[src/rtl/struct_types.sv]
// Shared arithmetic types: fp32 layout, status flags, operand classes and the
// canonical quiet NaN of the fp32 instance.
package struct_types;

  typedef struct packed {
    logic        sign;
    logic [7:0]  exp;
    logic [22:0] mant;
  } float_point_num;

  typedef struct packed {
    logic invalid;
    logic overflow;
    logic underflow;
    logic inexact;
  } fp_status_t;

  typedef enum logic [2:0] {ZERO, NORM, INF, QNAN, SNAN} fp_class_e;

  localparam logic [7:0]     FP32_QNAN_EXP  = 8'hFF;
  localparam logic [22:0]    FP32_QNAN_MANT = 23'h400000;
  localparam float_point_num FP32_QNAN      = '{sign: 1'b0, exp: FP32_QNAN_EXP, mant: FP32_QNAN_MANT};

endpackage

[src/rtl/fp_lzc.sv]
// Leading-zero counter; an all-zero input reports WIDTH.
module fp_lzc #(
  parameter int WIDTH = 27
) (
  input  logic [WIDTH-1:0]       value,
  output logic [$clog2(WIDTH):0] count
);

  localparam int CW = $clog2(WIDTH) + 1;

  // Scanning upward lets the highest set bit win.
  always_comb begin
    count = CW'(WIDTH);
    for (int i = 0; i < WIDTH; i++) begin
      if (value[i]) count = CW'(WIDTH - 1 - i);
    end
  end

endmodule

[src/rtl/pipe_fp_adder.sv]
// Three-stage pipelined floating-point add/subtract: align, add/normalise,
// round/pack. Special operands ride down the pipe as a precomputed result.
module pipe_fp_adder
  import struct_types::*;
#(
  parameter int EXP_W  = 8,
  parameter int MANT_W = 23
) (
  input  logic                    clk_i,
  input  logic                    rst_i,
  input  logic [EXP_W+MANT_W:0]   a_i,
  input  logic [EXP_W+MANT_W:0]   b_i,
  input  logic                    op_i,
  input  logic                    vld_i,
  output logic                    rdy_o,
  output logic [EXP_W+MANT_W:0]   answer_o,
  output logic [3:0]              answer_status_o,
  output logic                    vld_o,
  input  logic                    rdy_i
);

  localparam int W  = 1 + EXP_W + MANT_W;
  localparam int AW = MANT_W + 4;            // hidden + mantissa + guard/round/sticky
  localparam int SW = MANT_W + 5;            // adder width including carry
  localparam int EW = EXP_W + 2;             // signed exponent with headroom
  localparam int LW = $clog2(AW) + 1;
  localparam logic [W-1:0] CANON_QNAN = {1'b0, {EXP_W{1'b1}}, 1'b1, {(MANT_W-1){1'b0}}};
  localparam logic signed [EW-1:0] MAX_EXP = EW'((1 << EXP_W) - 1);

  function automatic fp_class_e classify(input logic [EXP_W-1:0] e, input logic [MANT_W-1:0] m);
    if (e == '0)                 return ZERO;
    else if (e != {EXP_W{1'b1}}) return NORM;
    else if (m == '0)            return INF;
    else if (m[MANT_W-1])        return QNAN;
    else                         return SNAN;
  endfunction

  // Handshake: an operand transfers on a rising edge with vld_i & rdy_o, a result
  // on vld_o & rdy_i; every stage advances together only when en is high.
  logic en;
  assign en    = ~vld_o | rdy_i;
  assign rdy_o = en;

  // ---------------- stage 1: unpack / classify / swap / align ----------------
  logic                    sa, sb, swap, big_s, small_s, spec_n;
  logic [EXP_W-1:0]        ea, eb, diff;
  logic [MANT_W-1:0]       ma, mb;
  fp_class_e               ca, cb;
  logic [EXP_W+MANT_W-1:0] mag_a, mag_b, big_mag, small_mag;
  logic [AW-1:0]           big_al, small_ext, small_sh, lost_mask, small_al;
  logic [W-1:0]            spec_res_n;
  fp_status_t              spec_st_n;

  always_comb begin
    sa        = a_i[W-1];
    ea        = a_i[W-2 -: EXP_W];
    ma        = a_i[MANT_W-1:0];
    sb        = b_i[W-1] ^ op_i;
    eb        = b_i[W-2 -: EXP_W];
    mb        = b_i[MANT_W-1:0];
    ca        = classify(ea, ma);
    cb        = classify(eb, mb);
    mag_a     = (ca == ZERO) ? '0 : a_i[W-2:0];
    mag_b     = (cb == ZERO) ? '0 : b_i[W-2:0];
    swap      = mag_b > mag_a;
    big_mag   = swap ? mag_b : mag_a;
    small_mag = swap ? mag_a : mag_b;
    big_s     = swap ? sb : sa;
    small_s   = swap ? sa : sb;
    diff      = big_mag[EXP_W+MANT_W-1 -: EXP_W] - small_mag[EXP_W+MANT_W-1 -: EXP_W];
    big_al    = {big_mag[EXP_W+MANT_W-1 -: EXP_W] != '0, big_mag[MANT_W-1:0], 3'b000};
    small_ext = {small_mag[EXP_W+MANT_W-1 -: EXP_W] != '0, small_mag[MANT_W-1:0], 3'b000};
    small_sh  = small_ext >> diff;
    lost_mask = ~({AW{1'b1}} << diff);
    small_al  = {small_sh[AW-1:1], small_sh[0] | (|(small_ext & lost_mask))};

    spec_n     = 1'b1;
    spec_res_n = '0;
    spec_st_n  = '0;
    if (ca == QNAN || ca == SNAN || cb == QNAN || cb == SNAN) begin
      spec_res_n        = CANON_QNAN;
      spec_st_n.invalid = (ca == SNAN) || (cb == SNAN);
    end else if (ca == INF && cb == INF && sa != sb) begin
      spec_res_n        = CANON_QNAN;
      spec_st_n.invalid = 1'b1;
    end else if (ca == INF) begin
      spec_res_n = {sa, {EXP_W{1'b1}}, {MANT_W{1'b0}}};
    end else if (cb == INF) begin
      spec_res_n = {sb, {EXP_W{1'b1}}, {MANT_W{1'b0}}};
    end else if (ca == ZERO && cb == ZERO) begin
      spec_res_n = {sa & sb, {(W-1){1'b0}}};
    end else begin
      spec_n = 1'b0;
    end
  end

  logic             v1, s1_spec, s1_sign, s1_sub;
  logic [W-1:0]     s1_res;
  fp_status_t       s1_st;
  logic [EXP_W-1:0] s1_exp;
  logic [AW-1:0]    s1_big, s1_small;

  // ---------------- stage 2: add / normalise ----------------
  logic [SW-1:0]          sum;
  logic [LW-1:0]          lz;
  logic [AW-1:0]          norm_n;
  logic signed [EW-1:0]   exp_n;

  fp_lzc #(.WIDTH(AW)) u_lzc (
    .value (sum[AW-1:0]),
    .count (lz)
  );

  always_comb begin
    sum = s1_sub ? ({1'b0, s1_big} - {1'b0, s1_small}) : ({1'b0, s1_big} + {1'b0, s1_small});
    if (sum[SW-1]) begin
      norm_n = {sum[SW-1:2], sum[1] | sum[0]};
      exp_n  = {2'b00, s1_exp} + EW'(1);
    end else begin
      norm_n = sum[AW-1:0] << lz;
      exp_n  = {2'b00, s1_exp} - EW'(lz);
    end
  end

  logic                 v2, s2_spec, s2_sign, s2_zero;
  logic [W-1:0]         s2_res;
  fp_status_t           s2_st;
  logic signed [EW-1:0] s2_exp;
  logic [AW-1:0]        s2_norm;

  // ---------------- stage 3: round / pack ----------------
  logic                 g, r, s, up;
  logic [MANT_W+1:0]    rnd;
  logic signed [EW-1:0] exp_r;
  logic [MANT_W-1:0]    mant_f;
  logic [W-1:0]         ans_n;
  fp_status_t           st_n;

  always_comb begin
    g      = s2_norm[2];
    r      = s2_norm[1];
    s      = s2_norm[0];
    up     = g & (r | s | s2_norm[3]);
    rnd    = {1'b0, s2_norm[AW-1:3]} + (MANT_W+2)'(up);
    exp_r  = s2_exp + EW'(rnd[MANT_W+1]);
    mant_f = rnd[MANT_W+1] ? rnd[MANT_W:1] : rnd[MANT_W-1:0];
    ans_n  = '0;
    st_n   = '0;
    if (s2_spec) begin
      ans_n = s2_res;
      st_n  = s2_st;
    end else if (s2_zero) begin
      ans_n = '0;
    end else if (s2_exp <= 0) begin
      ans_n          = {s2_sign, {(W-1){1'b0}}};
      st_n.underflow = 1'b1;
      st_n.inexact   = 1'b1;
    end else if (exp_r >= MAX_EXP) begin
      ans_n         = {s2_sign, {EXP_W{1'b1}}, {MANT_W{1'b0}}};
      st_n.overflow = 1'b1;
      st_n.inexact  = 1'b1;
    end else begin
      ans_n        = {s2_sign, exp_r[EXP_W-1:0], mant_f};
      st_n.inexact = g | r | s;
    end
  end

  logic         v3;
  logic [W-1:0] s3_ans;
  logic [3:0]   s3_st;

  always_ff @(posedge clk_i) begin
    if (rst_i) begin
      v1 <= 1'b0;
      v2 <= 1'b0;
      v3 <= 1'b0;
    end else if (en) begin
      v1 <= vld_i;
      v2 <= v1;
      v3 <= v2;
    end
  end

  always_ff @(posedge clk_i) begin
    if (en) begin
      s1_spec  <= spec_n;
      s1_res   <= spec_res_n;
      s1_st    <= spec_st_n;
      s1_sign  <= big_s;
      s1_sub   <= big_s ^ small_s;
      s1_exp   <= big_mag[EXP_W+MANT_W-1 -: EXP_W];
      s1_big   <= big_al;
      s1_small <= small_al;
      s2_spec  <= s1_spec;
      s2_res   <= s1_res;
      s2_st    <= s1_st;
      s2_sign  <= s1_sign;
      s2_zero  <= (sum == '0);
      s2_exp   <= exp_n;
      s2_norm  <= norm_n;
      s3_ans   <= ans_n;
      s3_st    <= st_n;
    end
  end

  // Stale data of an empty output stage is masked so idle outputs read zero.
  assign vld_o           = v3;
  assign answer_o        = v3 ? s3_ans : '0;
  assign answer_status_o = v3 ? s3_st : 4'b0000;

endmodule

[config.mk]
export PLATFORM = sky130hd
export DESIGN_NAME = pipe_fp_adder
export DESIGN_NICKNAME = d
export VERILOG_FILES = /design/src/rtl/struct_types.sv /design/src/rtl/fp_lzc.sv /design/src/rtl/pipe_fp_adder.sv
export SDC_FILE = /design/constraint.sdc
export NUM_CORES = 1
export LEC_CHECK = 0
export BUFFER_PORTS_ARGS = -buffer_cell sky130_fd_sc_hd__buf_4
export CORE_AREA = 3 3 178 198
export CTS_CLUSTER_DIAMETER = 120
export DETAILED_ROUTE_END_ITERATION = 10
export DIE_AREA = 0 0 181 201
export GPL_ROUTABILITY_DRIVEN = 0
export RECOVER_POWER = 50
export SETUP_SLACK_MARGIN = 0.1
export SKIP_LAST_GASP = 1
export SYNTH_ARGS = -nofsm -noshare
export SYNTH_HDL_FRONTEND = slang
export SYNTH_SLANG_ARGS = --single-unit
export TNS_END_PERCENT = 5
[constraint.sdc]
create_clock -name clk_i -period 7.5 [get_ports clk_i]
set_input_delay 1.5 -clock clk_i [delete_from_list [all_inputs] [get_ports clk_i]]
set_output_delay 1.5 -clock clk_i [all_outputs]
set_load 0.05 [all_outputs]
==> impl_metrics.env <==
export IMPL_critPathRequiredTime_ps=7650
export IMPL_fmax_mhz=143.2
export IMPL_wl_per_cell_um=19.80
export IMPL_initial_core_util_pct=45.08
export IMPL_hpwl_um=37020
export IMPL_synth_async_reset_ratio_pct=0
export IMPL_ys_flop_type="edfxtp_1"
export IMPL_yosys_cell_types_count=93
export IMPL_synthCells=1824
export IMPL_grt_pass1_wl_um=72680
export IMPL_setup_viol=0
export IMPL_layout_cells_non_filler=2344
export IMPL_drt_iter0_drc=1288
export IMPL_maxCapViolCount=3
export IMPL_yosysSeqAreaShare_pct=29.70
export IMPL_p_per_area_nw_per_um2=255.5
export IMPL_clockRootBuffer="clkbuf_16"
export IMPL_path_clk_slew_ps=60
export IMPL_cts_buffer_depth=2
export IMPL_hold_ws_ps=418.4
export IMPL_crit_chain="buf_4 > or4_1 > or2_2 > buf_4 > nand2_1 > ha_1 > a21oi_1 > nor3b_1 > a221o_1 > a211oi_2 > buf_4 > nor2_8 > o22ai_1 > a221o_1 > or3_1 > a211oi_2 > nor2_1 > buf_4 > o31a_1 > a2111oi_1 > o211ai_1"
export IMPL_grt_max_degree=76
export IMPL_drtPass1Iterations=6
export IMPL_dieArea_um2=36380
export IMPL_slowest_delay_ps=610
export IMPL_fin_tns_setup_ps=0
export IMPL_rows=70
export IMPL_holdBufCountCts=0
export IMPL_detail_route_antenna_nets=0
export IMPL_gr_total_overflow=0
export IMPL_arrival_ps=7130
export IMPL_drive_gt1_share_pct=13.28
export IMPL_antenna_found_initial=0
export IMPL_area_delta_synth_final_pct=12.12
export IMPL_finalCriticalPeriod_ps=6983
export IMPL_dpl_cell_area_um2=16330
export IMPL_multiInputGateArea_um2=9718
export IMPL_clkLatencyLatePin_ps=430
export IMPL_violations="capacitance limit, slew limit"
export IMPL_crit_slowest_cell="or4_1"
export IMPL_rsz0062_at_grt="false"
export IMPL_design_area_um2=16780
export IMPL_path_buf_inv=4
export IMPL_dr_total_vias=14570
export IMPL_n_antenna_cell=0
export IMPL_ys_ff_latch=149
export IMPL_hold_viol_final=0
export IMPL_r2r_setup_slack_ps=820
export IMPL_cp_top_family="compound AO/OA/AOI/OAI gates"
export IMPL_fp_dieW_um=181
export IMPL_crit_path_start_kind="input pin"
export IMPL_final_common_cell="o21ai_0"
export IMPL_die_h_um=201
export IMPL_clock_sinks=149
export IMPL_nets=2055
export IMPL_ir_drop_uv=168.0
export IMPL_core_um2=33190
export IMPL_numPlacedInstances=2312
export IMPL_netlist_area_um2=14960
export IMPL_hp_class="reg2reg"
export IMPL_grt_pass1_vias=13850
export IMPL_drc=0
export IMPL_worst_pin_slew_ps=2158
export IMPL_cts_tree="built"
export IMPL_leakage_nw=6.739
export IMPL_synth_edf_count=146
export IMPL_avgSynthCellArea_um2=8.203
export IMPL_drt_total_wl_um=46420
export IMPL_mostFrequentLayoutCells="o21ai_0 (163), nor2_1 (161), nand2_1 (154), edfxtp_1 (146), buf_4 (143)"
export IMPL_critPathKind="in2reg"
export IMPL_num_fill_cells=3229
export IMPL_register_area_um2=4444
export IMPL_syn_nets=1980
export IMPL_viasPerCell=6.217
export IMPL_status="complete, but fails checks"
export IMPL_numCtsBuffers=17
export IMPL_slew_limit_headroom_pct=-43.84
export IMPL_ys_warn_count=0
export IMPL_cpMostUsedCell="buf_4"
export IMPL_post_route_period_util_pct=93.11
export IMPL_h_tree_depth=4
export IMPL_crit_path_max_fanout=23
export IMPL_grtUsageTotal_pct=24.44
export IMPL_pin_count=107
export IMPL_endpoint_kind="register"
export IMPL_skew_ps=11.06
export IMPL_port_buffers=106
export IMPL_drv_slew=155
==> timing repair <==
action,in CTS,in global routing
setup buffers,0,0
setup endpoints to repair,0,2
resized for setup,0,4
==> cell type report <==
class                      instances  share of cell area, %
multi-input combinational       1466                  57.92
sequential                       149                  26.49
timing repair buffer             164                  7.018
tap                              432                  3.222
clock buffer                      18                  2.558
inverter                         101                  2.260
clock inverter                    14                 0.5295
==> sequential cells by signal, summed over array words and instances, names as in the netlist <==
signal	count
s1_big	24
s1_sub	1
s2_res	3
s1_exp	8
s2_norm	27
s1_st	1
s2_st	1
v1	1
s1_sign	1
s3_ans	32
s1_small	27
s2_zero	1
s1_spec	1
s2_sign	1
s2_exp	10
vld_o	1
v2	1
s1_res	3
s3_st	4
s2_spec	1
==> per-stage QoR <==
step	power, W	utilization (%)	setup WS, ps
2_1_floorplan	0.002884	-	164.3
3_3_place_gp	0.003469	49.20	120.9
3_5_place_dp	0.003495	49.20	20.24
4_1_cts	0.004258	50.77	473.2
5_1_grt	0.004555	50.54	92.59
6_report	0.004286	50.54	516.6
==> per-layer routing <==
metal / up-vias / routed length (um) / GRT usage, %
met3: 149 / 2425 / 2.338
met4: 0 / 2817 / 14.56
met1: 6842 / 18090 / 28.14
met5: - / 0 / 0
li1: 6986 / - / -
met2: 595 / 23090 / 43.82
==> worst reg2reg max path: stages, from the launching register on <==
cell	delay, ps
edfxtp_1	440
ha_1	480
inv_1	140
a2111oi_0	460
nand4_1	350
o211ai_1	630
a31oi_1	190
xnor2_1	550
o21a_1	270
nand4_1	100
a41oi_1	460
nor2_1	200
inv_2	570
mux2i_1	240
nor2b_1	150
a31oi_1	120
nand2_1	140
o21ai_0	220
a2111oi_0	700
==> cells by family after synthesis <==
logic type | after synthesis | share of synthesized area (%)
DFF | 149 | 29.70
and+or+nand+nor | 693 | 23.26
xor gates and xnor gates | 58 | 3.395
AOI/OAI and AO/OA | 529 | 23.17
adders and majority gates | 90 | 7.601
muxes | 96 | 7.300
buffers and inverters | 209 | 5.569
==> Yosys cell counts (all sizes together), types with 10 or more instances <==
cell type | number | share of area [%]
mux2i | 63 | 4.2
nand2 | 154 | 3.9
o21ai | 167 | 5.6
a2111oi | 11 | 0.81
o221ai | 10 | 0.59
mux2 | 25 | 1.9
nor2 | 164 | 4.3
xnor2 | 32 | 1.9
nand2b | 16 | 0.67
or2 | 16 | 0.67
a221oi | 13 | 0.84
and2 | 60 | 2.5
o211ai | 35 | 1.8
nor2b | 21 | 0.88
nor4 | 29 | 1.3
nor3 | 39 | 1.3
clkbuf | 74 | 1.9
inv | 101 | 2.5
edfxtp | 146 | 29
ha | 85 | 7.1
a31oi | 17 | 0.71
a21o | 18 | 0.90
o2111ai | 10 | 0.59
buf | 34 | 1.2
xor2 | 26 | 1.5
and3 | 23 | 0.96
o22ai | 24 | 1.0
nand3 | 97 | 3.2
a211oi | 15 | 0.82
o21a | 11 | 0.55
or4 | 10 | 0.55
or3 | 14 | 0.59
a21oi | 103 | 3.4
nand4 | 27 | 1.1
==> where the power goes <==
part,switching (W),internal (W),total [W],leakage [nW]
Combinational,0.00135,0.000817,0.00216,4.87
Clock,0.000340,0.000417,0.000757,0.237
Sequential,0.000155,0.00121,0.00137,1.64
Total,0.00184,0.00244,0.00429,6.74
==> path summary, 6_finish.rpt <==
path,startpoint,end,depth (start not counted)
worst max register to register,s1_big[9],s2_norm[22],18
worst min register to register,s1_res[22],s2_res[22],0
worst max-delay path,a_i[27],s1_small[0],21
worst min-delay path,s1_res[22],s2_res[22],0
(Power assumes the default switching activity.)
